`src/rtl/trap_ctrl_pkg.sv`:
```
// trap_ctrl_pkg: shared rv32 trap CSR constants and types
// used by the machine-mode trap sequencer
package trap_ctrl_pkg;

  typedef logic [11:0] csr_addr_t;

  localparam csr_addr_t CSR_MSTATUS  = 12'h300;
  localparam csr_addr_t CSR_MIE      = 12'h304;
  localparam csr_addr_t CSR_MTVEC    = 12'h305;
  localparam csr_addr_t CSR_MSTATUSH = 12'h310;
  localparam csr_addr_t CSR_MEPC     = 12'h341;
  localparam csr_addr_t CSR_MCAUSE   = 12'h342;
  localparam csr_addr_t CSR_MTVAL    = 12'h343;
  localparam csr_addr_t CSR_MIP      = 12'h344;

  localparam int MSTATUS_MIE    = 3;
  localparam int MSTATUS_MPIE   = 7;
  localparam int MSTATUS_MPP_LO = 11;
  localparam int MSTATUS_MPP_HI = 12;

  localparam int MIE_MSIE = 3;
  localparam int MIE_MTIE = 7;
  localparam int MIE_MEIE = 11;
  localparam int MIP_MSIP = 3;
  localparam int MIP_MTIP = 7;
  localparam int MIP_MEIP = 11;

  localparam logic [31:0] MIE_WMASK = 32'h0000_0888;

  localparam logic [3:0] IRQ_MSI = 4'd3;
  localparam logic [3:0] IRQ_MTI = 4'd7;
  localparam logic [3:0] IRQ_MEI = 4'd11;

  localparam int PEND_MSI = 0;
  localparam int PEND_MTI = 1;
  localparam int PEND_MEI = 2;

  typedef enum logic [1:0] {
    MTVEC_DIRECT   = 2'd0,
    MTVEC_VECTORED = 2'd1
  } mtvec_mode_e;

  typedef enum logic [1:0] {
    ST_RUN      = 2'd0,
    ST_REDIRECT = 2'd1,
    ST_SLEEP    = 2'd2
  } trap_state_e;

endpackage

```
`src/rtl/trap_ctrl_irq_prio.sv`:
```
// trap_irq_prio: fixed-priority pick among enabled
// pending interrupts, MEI > MSI > MTI
module trap_irq_prio
  import trap_ctrl_pkg::*;
(
  input  logic [2:0] irq_pend,
  output logic       valid,
  output logic [3:0] cause
);

  // Highest-priority pending source wins
  always_comb begin
    valid = 1'b1;
    cause = IRQ_MEI;
    priority case (1'b1)
      irq_pend[PEND_MEI]: cause = IRQ_MEI;
      irq_pend[PEND_MSI]: cause = IRQ_MSI;
      irq_pend[PEND_MTI]: cause = IRQ_MTI;
      default: begin
        valid = 1'b0;
        cause = 4'd0;
      end
    endcase
  end

endmodule

```
`src/rtl/trap_ctrl.sv`:
```
// trap_ctrl: machine-mode trap CSRs, interrupt/exception
// arbitration, trap entry, mret and wfi sequencing
module trap_ctrl
  import trap_ctrl_pkg::*;
#(
  parameter logic [31:0] RESET_MTVEC = 32'h0000_0000,
  parameter bit          VECTORED_EN = 1'b1
) (
  input  logic        clk,
  input  logic        rst_n,
  input  logic        commit_valid,
  input  logic [31:0] commit_pc,
  input  logic        exc_valid,
  input  logic [3:0]  exc_code,
  input  logic [31:0] exc_tval,
  input  logic        mret,
  input  logic        wfi,
  input  logic        irq_mei,
  input  logic        irq_msi,
  input  logic        irq_mti,
  input  logic [11:0] csr_addr,
  input  logic        csr_we,
  input  logic [31:0] csr_wdata,
  output logic [31:0] csr_rdata,
  output logic        csr_hit,
  output logic        redirect_valid,
  output logic [31:0] redirect_pc,
  output logic        flush,
  output logic        stall
);

  localparam logic [31:0] MTVEC_WMASK =
    VECTORED_EN ? 32'hFFFF_FFFD : 32'hFFFF_FFFC;

  trap_state_e state_q, state_d;

  logic        st_mie, st_mpie;
  logic [2:0]  mip_q;
  logic [31:0] mie_q, mtvec_q, mepc_q;
  logic [31:0] mcause_q, mtval_q;
  logic [31:0] wfi_pc_q, redir_pc_q;

  logic [2:0]  pend;
  logic        irq_valid;
  logic [3:0]  irq_cause;
  logic        take_irq, take_exc;
  logic        do_mret, do_wfi, csr_wr;
  logic [31:0] trap_pc, vec_base, trap_vec;

  assign pend[PEND_MEI] = mip_q[PEND_MEI] & mie_q[MIE_MEIE];
  assign pend[PEND_MSI] = mip_q[PEND_MSI] & mie_q[MIE_MSIE];
  assign pend[PEND_MTI] = mip_q[PEND_MTI] & mie_q[MIE_MTIE];

  trap_irq_prio u_prio (
    .irq_pend (pend),
    .valid    (irq_valid),
    .cause    (irq_cause)
  );

  assign vec_base = {mtvec_q[31:2], 2'b00};
  assign trap_vec =
    (take_irq &&
     mtvec_mode_e'(mtvec_q[1:0]) == MTVEC_VECTORED)
    ? vec_base + {26'd0, irq_cause, 2'b00}
    : vec_base;
  assign csr_wr = csr_we & ~(take_irq | take_exc);

  // Next state, trap arbitration and redirect outputs
  always_comb begin
    state_d        = state_q;
    take_irq       = 1'b0;
    take_exc       = 1'b0;
    do_mret        = 1'b0;
    do_wfi         = 1'b0;
    trap_pc        = commit_pc;
    redirect_valid = (state_q == ST_REDIRECT);
    flush          = (state_q == ST_REDIRECT);
    stall          = (state_q == ST_SLEEP);
    redirect_pc    = redir_pc_q;
    unique case (state_q)
      ST_RUN: begin
        if (commit_valid) begin
          if (st_mie && irq_valid) take_irq = 1'b1;
          else if (exc_valid)      take_exc = 1'b1;
          else if (mret)           do_mret  = 1'b1;
          else if (wfi)            do_wfi   = 1'b1;
        end
      end
      ST_SLEEP: begin
        if (irq_valid) begin
          if (st_mie) begin
            take_irq = 1'b1;
            trap_pc  = wfi_pc_q + 32'd4;
          end else begin
            state_d = ST_RUN;
          end
        end
      end
      ST_REDIRECT: state_d = ST_RUN;
      default:     state_d = ST_RUN;
    endcase
    if (take_irq || take_exc || do_mret)
      state_d = ST_REDIRECT;
    else if (do_wfi)
      state_d = ST_SLEEP;
  end

  // CSR state; trap entry and mret override CSR writes
  always_ff @(posedge clk) begin
    if (!rst_n) begin
      state_q    <= ST_RUN;
      st_mie     <= 1'b0;
      st_mpie    <= 1'b0;
      mip_q      <= '0;
      mie_q      <= '0;
      mtvec_q    <= RESET_MTVEC & MTVEC_WMASK;
      mepc_q     <= '0;
      mcause_q   <= '0;
      mtval_q    <= '0;
      wfi_pc_q   <= '0;
      redir_pc_q <= '0;
    end else begin
      state_q <= state_d;
      mip_q   <= {irq_mei, irq_mti, irq_msi};
      if (csr_wr) begin
        unique case (1'b1)
          (csr_addr == CSR_MSTATUS): begin
            st_mie  <= csr_wdata[MSTATUS_MIE];
            st_mpie <= csr_wdata[MSTATUS_MPIE];
          end
          (csr_addr == CSR_MIE):
            mie_q <= csr_wdata & MIE_WMASK;
          (csr_addr == CSR_MTVEC):
            mtvec_q <= csr_wdata & MTVEC_WMASK;
          (csr_addr == CSR_MEPC):
            mepc_q <= csr_wdata & 32'hFFFF_FFFC;
          (csr_addr == CSR_MCAUSE):
            mcause_q <= csr_wdata;
          (csr_addr == CSR_MTVAL):
            mtval_q <= csr_wdata;
          default: ;
        endcase
      end
      if (take_irq || take_exc) begin
        st_mpie    <= st_mie;
        st_mie     <= 1'b0;
        mepc_q     <= trap_pc;
        redir_pc_q <= trap_vec;
        mcause_q   <= take_irq
                      ? {1'b1, 27'd0, irq_cause}
                      : {28'd0, exc_code};
        mtval_q    <= take_irq ? 32'd0 : exc_tval;
      end
      if (do_mret) begin
        st_mie     <= st_mpie;
        st_mpie    <= 1'b1;
        redir_pc_q <= mepc_q;
      end
      if (do_wfi)
        wfi_pc_q <= commit_pc;
    end
  end

  // Combinational CSR read mux
  always_comb begin
    csr_rdata = '0;
    csr_hit   = 1'b1;
    unique case (1'b1)
      (csr_addr == CSR_MSTATUS): begin
        csr_rdata[MSTATUS_MPP_HI:MSTATUS_MPP_LO] = 2'b11;
        csr_rdata[MSTATUS_MPIE] = st_mpie;
        csr_rdata[MSTATUS_MIE]  = st_mie;
      end
      (csr_addr == CSR_MSTATUSH): csr_rdata = '0;
      (csr_addr == CSR_MIE):      csr_rdata = mie_q;
      (csr_addr == CSR_MTVEC):    csr_rdata = mtvec_q;
      (csr_addr == CSR_MEPC):     csr_rdata = mepc_q;
      (csr_addr == CSR_MCAUSE):   csr_rdata = mcause_q;
      (csr_addr == CSR_MTVAL):    csr_rdata = mtval_q;
      (csr_addr == CSR_MIP): begin
        csr_rdata[MIP_MEIP] = mip_q[PEND_MEI];
        csr_rdata[MIP_MSIP] = mip_q[PEND_MSI];
        csr_rdata[MIP_MTIP] = mip_q[PEND_MTI];
      end
      default: csr_hit = 1'b0;
    endcase
  end

endmodule

```
`config.mk`:
```
export PLATFORM = sky130hd
export DESIGN_NAME = trap_ctrl
export DESIGN_NICKNAME = d
export VERILOG_FILES = /design/src/rtl/trap_ctrl_pkg.sv /design/src/rtl/trap_ctrl_irq_prio.sv /design/src/rtl/trap_ctrl.sv
export SDC_FILE = /design/constraint.sdc
export NUM_CORES = 1
export LEC_CHECK = 0
export ABC_AREA = 1
export BUFFER_PORTS_ARGS = -buffer_cell sky130_fd_sc_hd__buf_2
export CAP_MARGIN = 20
export CORE_MARGIN = 2
export CORE_UTILIZATION = 55
export CTS_BUF_LIST = sky130_fd_sc_hd__clkbuf_8
export DETAILED_ROUTE_END_ITERATION = 7
export GPL_ROUTABILITY_DRIVEN = 0
export GPL_TIMING_DRIVEN = 0
export HOLD_SLACK_MARGIN = 0.02
export PLACE_DENSITY = 0.89
export SYNTH_ARGS = -nofsm -noshare
export SYNTH_HDL_FRONTEND = slang
export SYNTH_SLANG_ARGS = --single-unit
```
`constraint.sdc`:
```
create_clock -name clk -period 5.58 [get_ports clk]
set_clock_uncertainty 0.15 [all_clocks]
set_input_delay 0.558 -clock clk [delete_from_list [all_inputs] [get_ports clk]]
set_output_delay 0.558 -clock clk [all_outputs]
set_load 0.02 [all_outputs]
```
==> results.md <==
| Result | This run |
| --- | --- |
| Leading area contributor after synthesis | dfxtp_1 |
| Run status | finished, final reports clean |
| Floorplan row count | 52 |
| Number of primary I/O pins | 190 |
| Net Count, Synth | 1909 |
| Flop and latch count out of synthesis | 201 |
| Overall fraction of global-route tracks in use | 39.1% |
| Port Buf Inserts | 189 |
| CTS Hold Buffers Added | 0 |
| Unrepaired setup endpoints after global routing | no |
| Part of the total power dissipated in the clock network | 40.8% |
| DRC | 0 |
| Initial cell density of the core | 55.9% |
| Worst relative slew slack | 40.3% |
| Post-synthesis to final-layout area growth | 17.2% |
| Critical path capture point type | output pin |
| Clock Pin Slew Worst Setup and Hold Paths | 0.05 ns |
| Start point of the worst min-delay path | irq_mti |
| Count of cells along the worst register-to-register path | 17 |
| Setup fix buffers added after clock tree synthesis | 0 |
| Die X-Extent | 147 µm |
| Min-Delay Endpoint | mip_q[1]$_SDFF_PN0_ |
| Maximum fanout encountered on the critical timing path | 10 |
| Antenna violations before repair | 0 |
| Number of warnings issued by yosys | 0 |
| Synthesized instance count | 1781 |
| Total via count after detailed routing | 13800 |
| Portion of total power attributed to sequential cells | 47.5% |
| Max-slew violation count | 0 |
| Combinational group share of total power | 11.7% |
| Worst reg2reg startpoint | mip_q[2]$_SDFF_PN0_ |
| Number of levels the H-tree was split into | 2 |
| Destination of the worst register-to-register timing path | redirect_pc[26]$_SDFFE_PN0P_ |
| Antenna Nets Post-Route | 0 |
| Yosys cell types | 44 |
| Overall power | 3240 µW |
| Share of post-route cells with drive strength above 1 | 15.9% |
| Number of cells on the worst hold path | 3 |
| Final Hold Fails | 0 |
| CTS tree | yes |
| Commonest cells after routing, fill and taps aside | 510 x nand2_1, 224 x buf_2, 201 x dfxtp_1, 184 x a21oi_1, 178 x nor2_1 |
| Switching Fraction | 28.6% |
| Min Tclk post-route | 3.52 ns |
| Primary FF master, synth | dfxtp_1 |
| Final wirelength | 43500 µm |
| Via-per-instance ratio | 6.00 |
| Top cells by area, synth | dfxtp_1 36%, nand2_1 17%, a21oi_1 8.2% |
| Arrival time reported for the critical path endpoint | 2.82 ns |
| Number of maximum-capacitance violations | 0 |
| Reg area | 4020 µm² |
| Timing startpoint of the critical path | csr_addr[7] |
| Worst Path Class, Setup | in -> out |
| Wire length of the first global-routing pass | 66400 µm |
| Clock sinks | 201 |
| Reg2reg setup slack | 2.93 ns |
| Clock latency on the worst-skew pair | 0.55 ns |
| Type of the most critical hold path | in -> reg |
| Area used by multi-input combinational logic | 6090 µm² |
| Via count of the first global-routing pass | 12900 |
| GRT overflow | 0 |
| Post-route fraction of the period consumed by the critical path | 63.2% |
| Number of endpoints failing setup at the final stage | 0 |
| Count of cells resized by post-cts repair | 0 |
| # diodes | 0 |
| CTS root buffer | clkbuf_8 |
| Number of fillers in the final layout | 1788 |
| Internal power summed over all cells | 2320 µW |
| Area fraction of the dominant cell type after synthesis | 35.7% |
| Die extent in y | 147 µm |
| Largest net degree at the start of global routing | 11 |
| Number of flops mapped to enable cells by yosys | 0 |
| Full die area | 21700 µm² |
| Worst hold slack across all endpoints | 0.0382 ns |
| Worst Tran Pin Value | 0.896 ns |
| FFs w/ async S/R, synth | 0% |
| Core Footprint | 20200 µm² |
| PD cells | 245 nW/µm² |
| Estimated wirelength of the detail-placed design | 34100 µm |
| Post-DR wirelength/cell | 19.0 µm |
| Endpoint required time on the critical path | 4.87 ns |
| Netlist area before placement | 11300 µm² |
| Number of detailed-route iterations in the first pass | 7 |
| Maximum vdd drop | 0.000201 V |
| Setup tns final | 0 ns |
| Layout Nets | 2134 |
| Share of synthesized area occupied by flip-flops and latches | 35.7% |
| Most frequent standard cell in the layout excluding fill and tap cells | nand2_1 |
| Syn_area_per_cell | 6.33 µm² |
| Leakage Power | 0.00576 µW |
| Kind of start point of the critical path | input port |
| Number of DRC markers after the initial detailed-route iteration | 2025 |
| Number of buffers between clock root and the deepest sink | 3 |
| Switching power summed over all nets | 926 µW |
| Achievable frequency | 0.284 GHz |
| Cts bufs inserted | 34 |
[cell usage after synthesis (9+ instances only)]
library cell	count
inv_2	9
buf_2	35
o211ai_1	16
a21oi_1	184
xor2_1	10
a31oi_1	21
o21ai_1	15
nand4_1	17
nor3_1	15
nor2_1	178
a22oi_1	37
dfxtp_1	201
nand3_1	109
clkbuf_1	39
nand2_1	510
inv_1	171
o21ai_0	151
[layout make-up]
type | instances | area share (%)
Inverter | 182 | 5.21
Clock inverter | 11 | 0.407
Buffer | 92 | 3.53
Tap cell | 270 | 2.56
Multi-Input combinational cell | 1306 | 46.1
Timing Repair Buffer | 189 | 7.16
Sequential cell | 201 | 30.4
Clock buffer | 44 | 4.58
[cells by family after synthesis]
family / count (synthesis) / synth area share, %
xor gates and xnor gates: 12 / 0.932
DFF: 201 / 35.7
adders and majority gates: 6 / 0.733
AOI/OAI and AO/OA: 435 / 21.1
buffers and inverters: 274 / 10.2
and+or+nand+nor: 853 / 31.3
[worst max-delay path, cell delays in order]
cell and delay, ns:
buf_2 0.11, inv_2 0.06, nand2_1 0.05, nor2_1 0.15, nand2_1 0.11, inv_2 0.11, nand3_1 0.27, inv_1 0.28
clkbuf_1 0.50, nand2_1 0.19, o2111ai_1 0.18, buf_2 0.23
[power groups by stage]
| stage | Clock (µW) | Sequential (µW) | Combinational, µW |
|---|---|---|---|
| 4_1_cts | 1310 | 1540 | 360 |
| 6_report | 1320 | 1540 | 379 |
| 2_1_floorplan | 0 | 1550 | 208 |
| 3_3_place_gp | 0 | 1560 | 349 |
| 5_1_grt | 1360 | 1540 | 406 |
| 3_5_place_dp | 0 | 1570 | 358 |
[layer usage]
layer | GRT usage (%) | wire length (µm) | vias to the layer above
met5 | 0 | 0 | -
met4 | 26.8 | 3690 | 0
met3 | 9.78 | 6750 | 306
met2 | 60.6 | 18300 | 1177
met1 | 48.0 | 14800 | 6002
li1 | - | - | 6286
[registers in the layout (all words and copies together), names as in the netlist]
signal       flops
mcause_q        32
mepc_q          32
mtval_q         32
redirect_pc     32
wfi_pc_q        32
mtvec_q         31
mie_q            3
mip_q            3
state_q          2
st_mie           1
st_mpie          1
[through the flow]
stage / std cells / area (µm²) / setup WS (ns) / util [%]
finish: 2295 / 13200 / 2.06 / 65.5
floorplan: 1781 / 11300 / 2.97 / -
global route: 2295 / 13200 / 2.01 / 65.5
detailed placement: 2240 / 12600 / 2.22 / 62.3
global placement: 2240 / 12600 / 2.23 / 62.3
CTS: 2295 / 13200 / 2.22 / 65.5
[worst max-delay path by stage]
stage,endpoint,slack [ns],cells past startpoint
global route,csr_rdata[15],2.01,12
global placement,csr_rdata[15],2.23,12
detailed placement,csr_rdata[15],2.22,12
floorplan,csr_rdata[14],2.97,8
finish,csr_rdata[15],2.06,12
CTS,csr_rdata[15],2.22,12
Note: power is estimated with default switching activity, not from simulation.
